==> src/rtl/pll_rst_seq_pkg.sv <==
// Shared types and helpers for the PLL supervisor / domain reset sequencer.
//   state_t  : sequencer FSM states
//   CtrWidth : width needed to hold values 0..max
//   COUNT_W  : width of the saturating event counters
package pll_rst_seq_pkg;

    typedef enum logic [2:0] {
        PLL_RST,
        WAIT_LOCK,
        SETTLE,
        RELEASE,
        RUN
    } state_t;

    localparam int COUNT_W = 8;

    function automatic int CtrWidth(input int max);
        return $clog2(max + 1);
    endfunction

endpackage

==> src/rtl/pll_rst_sequencer_lock_sync.sv <==
// Two-flop synchronizer for the raw PLL LOCK signal.
//   clk : destination clock
//   rst : synchronous active-high reset, clears both flops to 0
//   d   : asynchronous input
//   q   : synchronized output, two cycles of latency
module lock_sync (
    input  logic clk,
    input  logic rst,
    input  logic d,
    output logic q
);

    logic meta;

    always_ff @(posedge clk) begin
        if (rst) begin
            meta <= 1'b0;
            q    <= 1'b0;
        end else begin
            meta <= d;
            q    <= meta;
        end
    end

endmodule

==> src/rtl/pll_rst_sequencer.sv <==
// iCE40 PLL supervisor and staggered per-domain reset sequencer.
// Pulses PLL RESETB, waits for a synchronized and stable LOCK, then releases
// domain resets one at a time. Lock loss, lock timeout or restart re-run it.
//
// Ports:
//   clk             : free-running supervisor clock (independent of the PLL)
//   rst             : synchronous active-high reset
//   pll_lock        : raw PLL LOCK, asynchronous to clk
//   restart         : single-cycle request to re-run the full sequence
//   pll_resetb      : PLL RESETB, active-low
//   domain_rst      : per-domain resets, active-high, bit 0 released first
//   ready           : all domains released and lock good
//   retry_count     : saturating count of lock timeouts since rst
//   lock_loss_count : saturating count of RELEASE/RUN lock losses
//
// Build option: define PLL_RST_SEQUENCER_LOCK_LOSS_COUNT_EN to build the
// lock-loss counter; otherwise lock_loss_count is tied to 0.
module pll_rst_sequencer
    import pll_rst_seq_pkg::*;
#(
    parameter int DOMAINS             = 3,
    parameter int PLL_RESET_CYCLES    = 8,
    parameter int LOCK_TIMEOUT_CYCLES = 4096,
    parameter int LOCK_WAIT_CYCLES    = 1024,
    parameter int STAGGER_CYCLES      = 16
) (
    input  logic               clk,
    input  logic               rst,
    input  logic               pll_lock,
    input  logic               restart,
    output logic               pll_resetb,
    output logic [DOMAINS-1:0] domain_rst,
    output logic               ready,
    output logic [COUNT_W-1:0] retry_count,
    output logic [COUNT_W-1:0] lock_loss_count
);

    // RELEASE counter value at which the last domain is released.
    localparam int REL_LAST = (DOMAINS - 1) * STAGGER_CYCLES;
    localparam int MAX_A    = (PLL_RESET_CYCLES > LOCK_TIMEOUT_CYCLES) ?
                              PLL_RESET_CYCLES : LOCK_TIMEOUT_CYCLES;
    localparam int MAX_B    = (LOCK_WAIT_CYCLES > REL_LAST + 1) ?
                              LOCK_WAIT_CYCLES : REL_LAST + 1;
    localparam int MAX_CNT  = (MAX_A > MAX_B) ? MAX_A : MAX_B;
    localparam int CW       = CtrWidth(MAX_CNT);

    typedef logic [CW-1:0] cnt_t;

    logic               lock_s;
    state_t             state, state_d;
    cnt_t               cnt, cnt_d;
    logic               retry_inc;
    logic [DOMAINS-1:0] domain_rst_d;

    lock_sync u_lock_sync (
        .clk (clk),
        .rst (rst),
        .d   (pll_lock),
        .q   (lock_s)
    );

    always_comb begin
        state_d   = state;
        cnt_d     = cnt;
        retry_inc = 1'b0;
        if (restart) begin
            state_d = PLL_RST;
            cnt_d   = '0;
        end else begin
            case (state)
                PLL_RST: begin
                    if (cnt == cnt_t'(PLL_RESET_CYCLES - 1)) begin
                        state_d = WAIT_LOCK;
                        cnt_d   = '0;
                    end else begin
                        cnt_d = cnt + cnt_t'(1);
                    end
                end
                WAIT_LOCK: begin
                    if (lock_s) begin
                        state_d = SETTLE;
                        cnt_d   = '0;
                    end else if (cnt == cnt_t'(LOCK_TIMEOUT_CYCLES - 1)) begin
                        state_d   = PLL_RST;
                        cnt_d     = '0;
                        retry_inc = 1'b1;
                    end else begin
                        cnt_d = cnt + cnt_t'(1);
                    end
                end
                SETTLE: begin
                    // A dropout here just means lock was not yet stable.
                    if (!lock_s) begin
                        state_d = WAIT_LOCK;
                        cnt_d   = '0;
                    end else if (cnt == cnt_t'(LOCK_WAIT_CYCLES - 1)) begin
                        state_d = RELEASE;
                        cnt_d   = '0;
                    end else begin
                        cnt_d = cnt + cnt_t'(1);
                    end
                end
                RELEASE: begin
                    if (!lock_s) begin
                        state_d = WAIT_LOCK;
                        cnt_d   = '0;
                    end else if (cnt == cnt_t'(REL_LAST)) begin
                        state_d = RUN;
                        cnt_d   = '0;
                    end else begin
                        cnt_d = cnt + cnt_t'(1);
                    end
                end
                RUN: begin
                    if (!lock_s) begin
                        state_d = WAIT_LOCK;
                        cnt_d   = '0;
                    end
                end
                default: begin
                    state_d = PLL_RST;
                    cnt_d   = '0;
                end
            endcase
        end

        // Outputs are decoded from the next state so the registers line up
        // with the state they describe (no extra cycle of lag).
        for (int k = 0; k < DOMAINS; k++) begin
            domain_rst_d[k] = !((state_d == RUN) ||
                                ((state_d == RELEASE) &&
                                 (cnt_d >= cnt_t'(k * STAGGER_CYCLES))));
        end
    end

    always_ff @(posedge clk) begin
        if (rst) begin
            state       <= PLL_RST;
            cnt         <= '0;
            pll_resetb  <= 1'b0;
            domain_rst  <= '1;
            ready       <= 1'b0;
            retry_count <= '0;
        end else begin
            state      <= state_d;
            cnt        <= cnt_d;
            pll_resetb <= (state_d != PLL_RST);
            domain_rst <= domain_rst_d;
            ready      <= (state_d == RUN);
            if (retry_inc && (retry_count != '1))
                retry_count <= retry_count + COUNT_W'(1);
        end
    end

`ifdef PLL_RST_SEQUENCER_LOCK_LOSS_COUNT_EN
    // restart outranks lock loss, so a same-cycle restart is not counted.
    logic loss_evt;
    assign loss_evt = !restart && !lock_s && ((state == RELEASE) || (state == RUN));

    always_ff @(posedge clk) begin
        if (rst)
            lock_loss_count <= '0;
        else if (loss_evt && (lock_loss_count != '1))
            lock_loss_count <= lock_loss_count + COUNT_W'(1);
    end
`else
    assign lock_loss_count = '0;
`endif

endmodule
==> config.mk <==
export PLATFORM = sky130hd
export DESIGN_NAME = pll_rst_sequencer
export DESIGN_NICKNAME = d
export VERILOG_FILES = /design/src/rtl/pll_rst_seq_pkg.sv /design/src/rtl/pll_rst_sequencer_lock_sync.sv /design/src/rtl/pll_rst_sequencer.sv
export SDC_FILE = /design/constraint.sdc
export NUM_CORES = 1
export LEC_CHECK = 0
export CAP_MARGIN = 15
export CORE_UTILIZATION = 49
export CTS_CLUSTER_DIAMETER = 150
export DETAILED_ROUTE_END_ITERATION = 8
export PLACE_DENSITY = 0.85
export REMOVE_ABC_BUFFERS = 1
export SLEW_MARGIN = 40
export SYNTH_ARGS = -nofsm -noshare
export SYNTH_HDL_FRONTEND = slang
export SYNTH_SLANG_ARGS = --single-unit
==> constraint.sdc <==
create_clock -name clk -period 2.15 [get_ports clk]
set_input_delay 0.215 -clock clk [delete_from_list [all_inputs] [get_ports clk]]
set_output_delay 0.215 -clock clk [all_outputs]
set_load 0.03 [all_outputs]
; ---- Word level (Yosys, flattened, before mapping)
; Cells that the tools add are included.
[word_totals]
reg_bits = 31
in_bits = 4
[classes]
n_reduce_logical = 12
n_eq_ne = 11
n_mux = 24
order_cmp = 3
addsub = 2
[op_table]
columns = operator, count
row1 = $mux W13, 9
row2 = $pmux W13 S5, 1
row3 = $mux W3, 9
row4 = $pmux W3 S5, 1
row5 = $add A13 B1 Y13 const B, 1
row6 = $eq A13 B10 Y1 const B, 1
row7 = $eq A13 B12 Y1 const B, 1
row8 = $eq A13 B3 Y1 const B, 1
row9 = $eq A13 B6 Y1 const B, 1
row10 = $ge A13 B1 Y1 const B, 1
row11 = $ge A13 B5 Y1 const B, 1
row12 = $ge A13 B6 Y1 const B, 1
row13 = $eq A3 B2 Y1 const B, 3
row14 = $add A8 B1 Y8 const B, 1
row15 = $ne A8 B8 Y1 const B, 1
row16 = $eq A3 B3 Y1 const B, 2
row17 = $logic_and A1 B1 Y1, 4
row18 = $mux W1, 4
row19 = $eq A3 B1 Y1 const B, 1
row20 = $logic_not A1 Y1, 3
row21 = $logic_not A3 Y1, 1
row22 = $logic_or A1 B1 Y1, 3
row23 = $reduce_bool A3 Y1, 1

; ---- Logic depth before layout (Yosys ltp)
; Gate-level depths: netlist of run 1.
[depth]
depth_word = 9
ltp_mapped = 9
depth_no_buf = 9

; ---- Hierarchy
; From an unflattened synthesis of run 1, not the netlist that was laid out.
[unflattened]
hier_cells = 218
area_unflattened_um2 = 1784.2
[by_module_without_submodules]
columns = mod, seq_area_each_um2, instances, cells_each, area_each_um2
row1 = pll_rst_sequencer, 580.6, 1, 214, 1731.7
row2 = lock_sync, 40.0, 1, 4, 52.6

; ---- Least setup slack after synthesis of run 1
; No wires, ideal clock.
[synth_path]
kind = reg2reg
startpoint = register cnt[0]
endpoint = register domain_rst[1]
slack_ps = -116
arrival_time_ps = 2170
setup_ps = 96
path_stages_with_launch = 9
path_buffers = 0
path_cell_list = dfxtp_1 -> ha_1 -> nand3_1 -> or4_4 -> nand2_2 -> nand4_4 -> a311oi_1 -> o211ai_1 -> o41ai_2
[synth_between]
elab_chain_len = 9
word_cells_on_any_way = 30
classes_between = add/sub (1) / order compare (1) / eq/ne (6) / mux (19) / reduce/logical (3)
[synth_lines]
columns = item, line
row1 = "start, declared", pll_rst_sequencer.sv:51  ; cnt_t cnt, cnt_d;
row2 = "start signal, assigned", pll_rst_sequencer.sv:146  ; cnt <= cnt_d;
row3 = "$add A13 B1 Y13, or another cell as far along", --
row4 = "$mux W13, or another cell as far along", pll_rst_sequencer.sv:107  ; end else if (cnt == cnt_t'(REL_LAST)) begin
row5 = "$mux W13, or another cell as far along", pll_rst_sequencer.sv:104  ; if (!lock_s) begin
row6 = $pmux W13 S5 / $pmux W3 S5 (equally long branches), pll_rst_sequencer.sv:70  ; case (state)
row7 = $mux W13 / $mux W3 (equally long branches), pll_rst_sequencer.sv:66  ; if (restart) begin
row8 = $ge A13 B5 Y1 / $eq A3 B2 Y1 (equally long branches), "pll_rst_sequencer.sv:132, pll_rst_sequencer.sv:131"
row9 = $logic_and A1 B1 Y1, pll_rst_sequencer.sv:131  ; ((state_d == RELEASE) &&
row10 = $logic_or A1 B1 Y1 *, pll_rst_sequencer.sv:130  ; domain_rst_d[k] = !((state_d == RUN) ||
row11 = $logic_not A1 Y1 *, pll_rst_sequencer.sv:130
row12 = "end signal, assigned", pll_rst_sequencer.sv:148  ; domain_rst <= domain_rst_d;
row13 = "end, declared", pll_rst_sequencer.sv:32  ; output logic [DOMAINS-1:0] domain_rst,
; Every way passes the cells marked *; elsewhere a longest branch is shown, timed or not.
; A chain may end at the register's enable or synchronous reset.

; ---- Worst setup path in the final report of run 1
[layout_path]
startpoint = register cnt[1]
endpoint = register domain_rst[2]
[layout_between]
elab_chain_len = 9
word_cells_on_any_way = 30
classes_between = add/sub (1) / order compare (1) / eq/ne (6) / mux (19) / reduce/logical (3)
[layout_lines]
columns = item, line
row1 = "$add A13 B1 Y13, or another cell as far along", --
row2 = "$mux W13, or another cell as far along", pll_rst_sequencer.sv:107
row3 = "$mux W13, or another cell as far along", pll_rst_sequencer.sv:104
row4 = $pmux W13 S5 / $pmux W3 S5 (equally long branches), pll_rst_sequencer.sv:70
row5 = $mux W13 / $mux W3 (equally long branches), pll_rst_sequencer.sv:66
row6 = $ge A13 B6 Y1 / $eq A3 B2 Y1 (equally long branches), "pll_rst_sequencer.sv:132, pll_rst_sequencer.sv:131"
row7 = $logic_and A1 B1 Y1, pll_rst_sequencer.sv:131
row8 = $logic_or A1 B1 Y1 *, pll_rst_sequencer.sv:130
row9 = $logic_not A1 Y1 *, pll_rst_sequencer.sv:130
; Marks and branches as above.

==> results.py, run 1 <==
metrics = {
    "outcome": {
        "status": "complete, but fails checks",
        "violations": "negative setup slack",
    },
    "timing": {
        "max_freq_mhz": 424,
        "finalCriticalPeriod_ps": 2360,
        "rsz0062_at_grt": "true",
        "slew_violations": 0,
        "final.setup_skew_ps": 3.51,
        "fin_setup_tns_ps": -378,
        "hold_violations": 0,
        "worst_slack_ps": -208,
        "period_share": 1.10,
        "setup_viol": 2,
        "hold-worst-slack_ps": 455,
    },
    "power": {
        "p_switching_mw": 0.271,
        "peakVddDrop_uv": 489,
        "p_comb_frac": 0.055,
        "p_clk_frac": 0.447,
        "p_sw_frac": 0.234,
        "powerDensity_nw_per_um2": 443,
        "cellLeakagePower_nw": 0.997,
        "power_mw": 1.16,
        "p_int_mw": 0.885,
        "seq_power_share": 0.498,
    },
    "synth": {
        "ys_warn_count": 0,
        "synthTopCellsByArea": "dfxtp_1 (33%), nor2_1 (5.5%), nand4_1 (4.7%)",
        "ys_seq_area_frac": 0.334,
        "synth_cells": 224,
        "syn_avg_cell_area_um2": 8.28,
        "ys_seq_elements": 31,
        "synth_cell_types": 55,
        "netlist_area_um2": 1860,
        "synth_edf_count": 0,
        "synthArstFlopShare": 0,
        "yosys.area.top_type": "dfxtp_1",
        "synth-main-ff-cell": "dfxtp_1",
        "synth_top_cell_area_share": 0.334,
    },
    "die": {
        "die_x_um": 63.5,
        "coreArea_um2": 3470,
        "die_h_um": 63.5,
        "ioPinCount": 25,
        "die-area_um2": 4040,
        "start_util": 0.535,
        "num_rows": 21,
    },
    "global_route": {
        "grt_pass1_wl_mm": 8.22,
        "grt_max_degree": 17,
        "antenna_found_initial": 0,
        "grt_overflow": 0,
        "track_usage": 0.261,
        "top_usage_layer": "met2",
        "met2_usage": 0.456,
        "grtUsageMet1": 0.298,
        "grt_pass1_vias": 1861,
        "met3_usage": 0.0562,
    },
    "critical_path": {
        "endpoint_kind": "flop",
        "r2r_setup_slack_ps": -210,
        "cp-start-kind": "flop",
        "cp.arrival_ps": 2530,
        "crit_type": "flop to flop",
        "rr_worst_depth": 10,
        "critical_path_required_ps": 2330,
        "max_stage_delay_ps": 380,
        "slowest_stage": "o41ai_4",
        "worstPathCellList": "buf_6 > inv_4 > ha_4 > and3b_1 > nand4_4 > a221oi_4 > and2_4 > o31a_1 > a31oi_4 > o41ai_4",
        "cp_max_fo": 4,
    },
    "run": {
        "max-cap-violations": 0,
    },
    "cts": {
        "cts_tree": "yes",
        "cts_root_buf": "clkbuf_8",
        "clkSlewWorstSetupHoldPaths_ps": 70,
        "cts_buffers": 5,
        "cts.sinks": 31,
        "cts_buffer_depth": 2,
        "insertion_delay_ps": 290,
        "htreeDepth": 2,
    },
    "detailed_routing": {
        "drtPass1Iterations": 5,
        "num_vias": 1954,
        "postRouteWirelength_mm": 5.38,
        "post_drt_wl_per_cell_um": 16.4,
        "first_iter_violations": 185,
        "route.detailed.drc": 0,
        "routed_via_density": 5.98,
        "ant_nets": 0,
    },
    "place": {
        "hpwlAfterDp_mm": 3.44,
        "io_buffers": 16,
        "gp_congestion": 0.886,
        "placed_area_um2": 2260,
    },
    "final_layout": {
        "utilization": 0.753,
        "nets": 287,
        "n_antenna_cell": 0,
        "syn2layout_area_growth_pct": 40.7,
        "drive_above_1_share": 0.345,
        "fin_area_um2": 2610,
    },
    "hold_path": {
        "hp-class": "flop to flop",
        "holdPathStages": 1,
    },
}
## power by group through the flow
stage | Combinational (mW) | Clock [mW] | Sequential [mW]
floorplan | 0.0333 | 0 | 0.593
global placement | 0.0565 | 0 | 0.592
finish | 0.0635 | 0.517 | 0.576
detailed placement | 0.0572 | 0 | 0.592
global route | 0.0691 | 0.544 | 0.576
CTS | 0.0603 | 0.522 | 0.578
## critical path, delay by kind of cell (launching register included)
family / cells / cell delay [ps]
flip-flops: 1 / 350
AND/OR/NAND/NOR: 3 / 560
adder cells (fa/ha/maj): 1 / 110
buffers and inverters: 2 / 160
AO/OA/AOI/OAI: 4 / 1060
## path summary, 6_finish.rpt
| path | start | to |
|---|---|---|
| max | cnt[1]$_SDFF_PP0_ | domain_rst[2]$_SDFF_PP1_ |
| min | u_lock_sync.meta$_SDFF_PP0_ | u_lock_sync.q$_SDFF_PP0_ |
| max reg2reg | cnt[1]$_SDFF_PP0_ | domain_rst[2]$_SDFF_PP1_ |
| min reg2reg | u_lock_sync.meta$_SDFF_PP0_ | u_lock_sync.q$_SDFF_PP0_ |
## synth_stat cells (3+ instances only)
library cell,number
nand2b_1,3
o21ai_0,11
dfxtp_1,31
and3_1,5
nand4_1,14
xor2_1,8
a22oi_1,3
nand2_1,14
inv_1,8
buf_4,10
nand3_1,8
o22ai_1,3
and2_1,4
nor2_1,27
a21oi_1,10
clkbuf_1,7
mux2_2,3
ha_1,3
nor2b_1,3
nor3_1,5
## kinds of logic (layout without fill, tap and decap cells)
family / after synthesis / count (layout) / share of synthesized area
and+or+nand+nor: 103 / 103 / 0.319
AOI/OAI and AO/OA: 45 / 45 / 0.174
DFF: 31 / 31 / 0.334
buffers and inverters: 27 / 77 / 0.0796
xor gates and xnor gates: 10 / 10 / 0.0472
muxes: 4 / 4 / 0.0236
adders and majority gates: 3 / 3 / 0.0202
other: 1 / 8 / 0.00202
## through the flow
| step | worst slack (ps) | instances |
|---|---|---|
| after detailed placement | -162 | 311 |
| after CTS | -130 | 322 |
| after floorplan | -116 | 212 |
| after global routing | -278 | 327 |
| after global placement | -70.5 | 311 |
| final | -208 | 327 |
## what timing repair did
item | in CTS | in global routing
endpoints found under the setup margin | 11 | 19
resized for setup | 20 | 25
hold buffers | 0 | 0
buffers inserted | 3 | 5
pin swaps | 10 | 20
## final cells by class
cell class,count,area [µm²]
clock inverters,1,7.51
inverters,8,32.5
multi-input cells,173,1260
fillers,229,857
clock buffers,7,96.3
well taps,46,57.6
flip-flops and latches,31,643
repair buffers,61,509
## cell usage in the layout (no fill, tap or decap), types with 4 or more instances in the layout
cell             synthesis  layout
buf_4                   10      42
nor2_1                  27      25
dfxtp_1                 31      21
clkdlybuf4s50_1          0      16
nand2_1                 14      14
nand4_1                 14      14
o21ai_0                 11      10
a21oi_1                 10       9
xor2_1                   8       8
conb_1                   1       8
clkbuf_8                 0       7
inv_1                    8       6
dfxtp_2                  0       6
and3_1                   5       5
nand3_1                  8       5
nor3_1                   5       4
and2_1                   4       4
dfxtp_4                  0       4
## routing by layer
layer / wire length [µm] / vias to the layer above
li1: - / 910
met1: 2130 / 923
met2: 2700 / 95
met3: 331 / 26
met4: 225 / 0
met5: 0 / -
## registers in the layout (all words and copies together) (netlist names)
name and count:
ready 1, domain_rst 3, state 3, u_lock_sync.meta 1
cnt 13, u_lock_sync.q 1, retry_count 8, pll_resetb 1
Power figures use the tool's default switching activity.
==> inputs of run 2 (changes only) <==
--- a/config.mk
+++ b/config.mk
@@ -6,10 +6,10 @@
 export NUM_CORES = 1
 export LEC_CHECK = 0
 export CAP_MARGIN = 15
-export CORE_UTILIZATION = 49
+export CORE_UTILIZATION = 54
 export CTS_CLUSTER_DIAMETER = 150
 export DETAILED_ROUTE_END_ITERATION = 8
-export PLACE_DENSITY = 0.85
+export PLACE_DENSITY = 0.89
 export REMOVE_ABC_BUFFERS = 1
 export SLEW_MARGIN = 40
 export SYNTH_ARGS = -nofsm -noshare
==> constraint.sdc (replaced) <==
create_clock -name clk -period 2.4 [get_ports clk]
set_input_delay 0.24 -clock clk [delete_from_list [all_inputs] [get_ports clk]]
set_output_delay 0.24 -clock clk [all_outputs]
set_load 0.03 [all_outputs]
==> results.py, run 2 (synthesized netlist as in run 1, its figures left out) <==
metrics = {
    "timing": {
        "setup_viol": 1,
        "finalCriticalPeriod_ps": 2420,
        "hold_violations": 0,
        "tightest_slew_ps": 496,
        "slew_violations": 0,
        "hold-worst-slack_ps": 451,
        "slew-limit-headroom": 0.666,
        "fin_setup_tns_ps": -19.8,
        "final.setup_skew_ps": 12.3,
        "max_freq_mhz": 413,
        "period_share": 1.01,
        "worst_slack_ps": -19.8,
    },
    "detailed_routing": {
        "num_vias": 1813,
        "dr_wl_met2_mm": 2.20,
        "post_drt_wl_per_cell_um": 16.0,
        "highest_layer": "met4",
        "wl_met1_mm": 2.01,
        "first_iter_violations": 140,
        "met3_length_um": 397,
        "ant_nets": 0,
        "route.detailed.drc": 0,
        "postRouteWirelength_mm": 4.79,
        "routed_via_density": 6.06,
        "drtPass1Iterations": 6,
    },
    "place": {
        "hpwlAfterDp_mm": 3.04,
        "gp_congestion": 1.00,
        "io_buffers": 16,
        "placed_cells": 287,
    },
    "global_route": {
        "track_usage": 0.256,
        "grt_overflow": 0,
        "grt_pass1_wl_mm": 6.88,
        "grt_max_degree": 17,
        "antenna_found_initial": 0,
        "grt_pass1_vias": 1527,
    },
    "hold_path": {
        "hold_start": "u_lock_sync.meta$_SDFF_PP0_",
        "hp-class": "flop to flop",
        "holdPathStages": 1,
        "hold_end": "u_lock_sync.q$_SDFF_PP0_",
    },
    "final_layout": {
        "drive_above_1_share": 0.227,
        "largest_reg_flops": 13,
        "layout_common_cells": "nor2_1 (26), dfxtp_1 (26), buf_4 (18)",
        "n_antenna_cell": 0,
        "final_cells": 299,
        "syn2layout_area_growth_pct": 23.2,
        "regMostFlops": "cnt",
        "reg_top3": "cnt: 13 flops, retry_count: 8 flops",
        "nets": 261,
    },
    "critical_path": {
        "path_buf_inv": 2,
        "crit_type": "flop to flop",
        "max_stage_delay_ps": 380,
        "slowest_stage": "dfxtp_1",
        "cp-startpoint": "cnt[12]$_SDFF_PP0_",
        "worstPathCellList": "nor3_1 > buf_4 > nand4_1 > a221oi_2 > buf_4 > a2bb2oi_4 > nor2_1 > a31oi_2 > o41ai_2",
        "rr_startpoint": "cnt[12]$_SDFF_PP0_",
        "cp.arrival_ps": 2660,
        "endpoint_kind": "flop",
        "rr_worst_depth": 9,
        "r2r_setup_slack_ps": -20,
        "path_common_cell": "buf_4",
        "r2r_end": "domain_rst[2]$_SDFF_PP1_",
        "critPathTopFamily": "compound AO/OA/AOI/OAI gates",
        "critical_path_required_ps": 2640,
        "critical_path_depth": 9,
        "cp_max_fo": 6,
        "cp-start-kind": "flop",
    },
    "outcome": {
        "status": "complete, but fails checks",
        "violations": "negative setup slack",
    },
    "power": {
        "powerDensity_nw_per_um2": 406,
        "power_mw": 0.928,
        "seq_power_share": 0.559,
        "peakVddDrop_uv": 432,
        "p_comb_frac": 0.065,
        "p_switching_mw": 0.219,
        "p_clk_frac": 0.376,
        "p_sw_frac": 0.236,
        "cellLeakagePower_nw": 0.841,
        "p_int_mw": 0.709,
    },
    "die": {
        "coreArea_um2": 3150,
        "ioPinCount": 25,
        "num_rows": 20,
        "die_x_um": 60.6,
        "start_util": 0.588,
        "die_h_um": 60.6,
        "die-area_um2": 3670,
    },
    "cts": {
        "cts_buffers": 5,
        "clkSlewWorstSetupHoldPaths_ps": 80,
        "insertion_delay_ps": 340,
        "cts_buffer_depth": 2,
        "cts_tree": "yes",
        "cts.sinks": 31,
        "htreeDepth": 2,
        "cts_root_buf": "clkbuf_4",
    },
    "run": {
        "max-cap-violations": 0,
    },
}
-- run 2: metrics by stage --
| stage | util | instance area, µm² | worst slack [ps] |
|---|---|---|---|
| 2_1_floorplan | - | 1760 | 134 |
| 3_3_place_gp | 0.663 | 2090 | 99.2 |
| 3_5_place_dp | 0.663 | 2090 | 23.0 |
| 4_1_cts | 0.686 | 2160 | 5.52 |
| 5_1_grt | 0.725 | 2290 | -83.3 |
| 6_report | 0.725 | 2290 | -19.8 |
-- run 2: routing by layer --
metal | GRT usage | vias up
met5 | 0 | -
met2 | 0.389 | 96
met4 | 0.107 | 0
met3 | 0.0618 | 23
met1 | 0.347 | 833
li1 | - | 861
-- run 2: timing repair --
item	in CTS	in global routing
buffers inserted	0	4
pin swaps	0	12
hold buffers	0	0
resized for setup	1	21
setup endpoints to repair	1	2
endpoints found under the hold margin	0	0
-- run 2: cell type report --
class                      instances  area [µm²]
clock buffer                       8        68.8
tap                               44        55.1
inverter                           8        32.5
fill                             224         867
multi-input combinational        173        1190
timing repair buffer              35         307
sequential                        31         629
-- run 2: worst max path at each step --
stage                     slack [ps]                        to
after global routing             -80  domain_rst[1]$_SDFF_PP1_
after detailed placement          20  domain_rst[1]$_SDFF_PP1_
after global placement           100  domain_rst[1]$_SDFF_PP1_
after floorplan                  130  domain_rst[1]$_SDFF_PP1_
after CTS                          6  domain_rst[1]$_SDFF_PP1_
final                            -20  domain_rst[2]$_SDFF_PP1_
-- run 2: power groups by stage --
stage | clock, mW | sequential, mW | combinational (mW)
after floorplan | 0 | 0.531 | 0.0298
after global placement | 0 | 0.530 | 0.0494
after detailed placement | 0 | 0.530 | 0.0501
after CTS | 0.353 | 0.518 | 0.0506
after global routing | 0.379 | 0.519 | 0.0649
final | 0.349 | 0.518 | 0.0606
==> inputs of run 3 (changes only) <==
--- a/config.mk
+++ b/config.mk
@@ -6,10 +6,12 @@
 export NUM_CORES = 1
 export LEC_CHECK = 0
 export CAP_MARGIN = 15
-export CORE_UTILIZATION = 54
+export CELL_PAD_IN_SITES_DETAIL_PLACEMENT = 1
+export CELL_PAD_IN_SITES_GLOBAL_PLACEMENT = 1
+export CORE_UTILIZATION = 41
 export CTS_CLUSTER_DIAMETER = 150
 export DETAILED_ROUTE_END_ITERATION = 8
-export PLACE_DENSITY = 0.89
+export PLACE_DENSITY = 0.9
 export REMOVE_ABC_BUFFERS = 1
 export SLEW_MARGIN = 40
 export SYNTH_ARGS = -nofsm -noshare
==> results.py, run 3 (synthesized netlist as in run 1, its figures left out) <==
metrics = {
    "outcome": {
        "status": "complete, no violations",
    },
    "timing": {
        "rsz0062_at_grt": "true",
        "setup_viol": 0,
        "finalCriticalPeriod_ps": 2350,
        "hold_violations": 0,
        "fin_setup_tns_ps": 0,
        "period_share": 0.978,
        "max_freq_mhz": 426,
        "hold-worst-slack_ps": 458,
        "worst_slack_ps": 53.7,
        "slew_violations": 0,
        "slew-limit-headroom": 0.603,
        "tightest_slew_ps": 589,
        "final.setup_skew_ps": 9.95,
    },
    "hold_path": {
        "holdPathStages": 1,
        "hold_end": "u_lock_sync.q$_SDFF_PP0_",
        "hold_start": "u_lock_sync.meta$_SDFF_PP0_",
        "hp-class": "flop to flop",
    },
    "critical_path": {
        "max_stage_delay_ps": 410,
        "cp-start-kind": "flop",
        "cp.arrival_ps": 2510,
        "worstPathCellList": "nor4_4 > nand4_4 > a221oi_4 > buf_4 > a2bb2oi_1 > nor2_2 > a31oi_2 > o41ai_2",
        "slowest_stage": "nor4_4",
        "critPathTopFamily": "compound AO/OA/AOI/OAI gates",
        "rr_startpoint": "cnt[8]$_SDFF_PP0_",
        "r2r_setup_slack_ps": 50,
        "cp_max_fo": 4,
        "endpoint_kind": "flop",
        "critical_path_required_ps": 2570,
        "r2r_end": "domain_rst[2]$_SDFF_PP1_",
        "rr_worst_depth": 8,
        "path_buf_inv": 1,
        "crit_type": "flop to flop",
    },
    "final_layout": {
        "final_cells": 310,
        "nets": 264,
        "largest_reg_flops": 13,
        "reg_top3": "cnt: 13 flops, retry_count: 8 flops",
        "drive_above_1_share": 0.236,
        "n_fill_cell": 511,
        "layout_common_cells": "dfxtp_1 (26), nor2_1 (25), buf_4 (22)",
        "n_antenna_cell": 0,
        "regMostFlops": "cnt",
        "syn2layout_area_growth_pct": 25.9,
        "final_common_cell": "dfxtp_1",
    },
    "place": {
        "place_ws_ps": 16.4,
        "io_buffers": 16,
        "placed_cells": 299,
        "hpwlAfterDp_mm": 3.87,
        "gp_congestion": 0.836,
    },
    "global_route": {
        "antenna_found_initial": 0,
        "grt_pass1_vias": 1971,
        "grt_max_degree": 17,
        "grt_overflow": 0,
        "grt_pass1_wl_mm": 9.44,
        "track_usage": 0.246,
    },
    "cts": {
        "cts.sinks": 31,
        "cts_buffer_depth": 2,
        "cts_buffers": 5,
        "clkSlewWorstSetupHoldPaths_ps": 80,
        "insertion_delay_ps": 290,
        "cts_tree": "yes",
        "htreeDepth": 2,
        "cts_root_buf": "clkbuf_8",
    },
    "power": {
        "powerDensity_nw_per_um2": 449,
        "cellLeakagePower_nw": 0.860,
        "peakVddDrop_uv": 374,
        "power_mw": 1.05,
    },
    "detailed_routing": {
        "route.detailed.drc": 0,
        "first_iter_violations": 104,
        "drtPass1Iterations": 4,
        "post_drt_wl_per_cell_um": 19.6,
        "ant_nets": 0,
        "postRouteWirelength_mm": 6.06,
        "routed_via_density": 6.02,
        "num_vias": 1867,
    },
    "die": {
        "die_x_um": 69.3,
        "coreArea_um2": 4350,
        "ioPinCount": 25,
        "die_h_um": 69.3,
        "die-area_um2": 4800,
        "start_util": 0.426,
        "num_rows": 24,
    },
    "run": {
        "max-cap-violations": 0,
    },
}
run 3: cell type report:
type / instances / area, µm² / share of cell area
clock buffer: 7 / 96.3 / 0.0412
clock inverter: 1 / 7.51 / 0.00321
inverter: 8 / 30.0 / 0.0129
multi-input combinational: 173 / 1180 / 0.506
sequential: 31 / 629 / 0.269
tap: 52 / 65.1 / 0.0279
timing repair buffer: 38 / 325 / 0.139
run 3: layer usage:
metal  GRT usage  up-vias  share of wire
li1            -      858              -
met1       0.273      931           0.40
met2       0.449       55           0.53
met3      0.0581       23          0.045
met4      0.0975        0          0.030
met5           0        -              0
run 3: timing repair:
| action | CTS | global route |
|---|---|---|
| hold buffers | 0 | 0 |
| gates resized for setup | 6 | 13 |
| hold endpoints to repair | 0 | 0 |
| buffers inserted | 0 | 3 |
| setup endpoints to repair | 2 | 2 |
| pin swaps | 2 | 8 |
run 3: worst max-delay path by stage:
stage                     depth (start not counted)               from  slack, ps                       end
after global routing                              7  cnt[8]$_SDFF_PP0_        -20  domain_rst[2]$_SDFF_PP1_
after detailed placement                          8  cnt[0]$_SDFF_PP0_         20  domain_rst[1]$_SDFF_PP1_
after floorplan                                   8  cnt[0]$_SDFF_PP0_        130  domain_rst[1]$_SDFF_PP1_
after global placement                            8  cnt[0]$_SDFF_PP0_         90  domain_rst[1]$_SDFF_PP1_
after CTS                                         9  cnt[0]$_SDFF_PP0_        0.8  domain_rst[2]$_SDFF_PP1_
final                                             8  cnt[8]$_SDFF_PP0_         50  domain_rst[2]$_SDFF_PP1_
run 3: power by group:
group,switching (mW),internal (mW)
clock network,0.217,0.261
logic,0.0364,0.0145
registers,0.00267,0.516
total,0.256,0.792
run 3: metrics by stage:
stage,utilization,instance area [µm²]
final,0.536,2340
after global routing,0.536,2340
after CTS,0.519,2260
after detailed placement,0.490,2130
after global placement,0.490,2130
after floorplan,-,1760
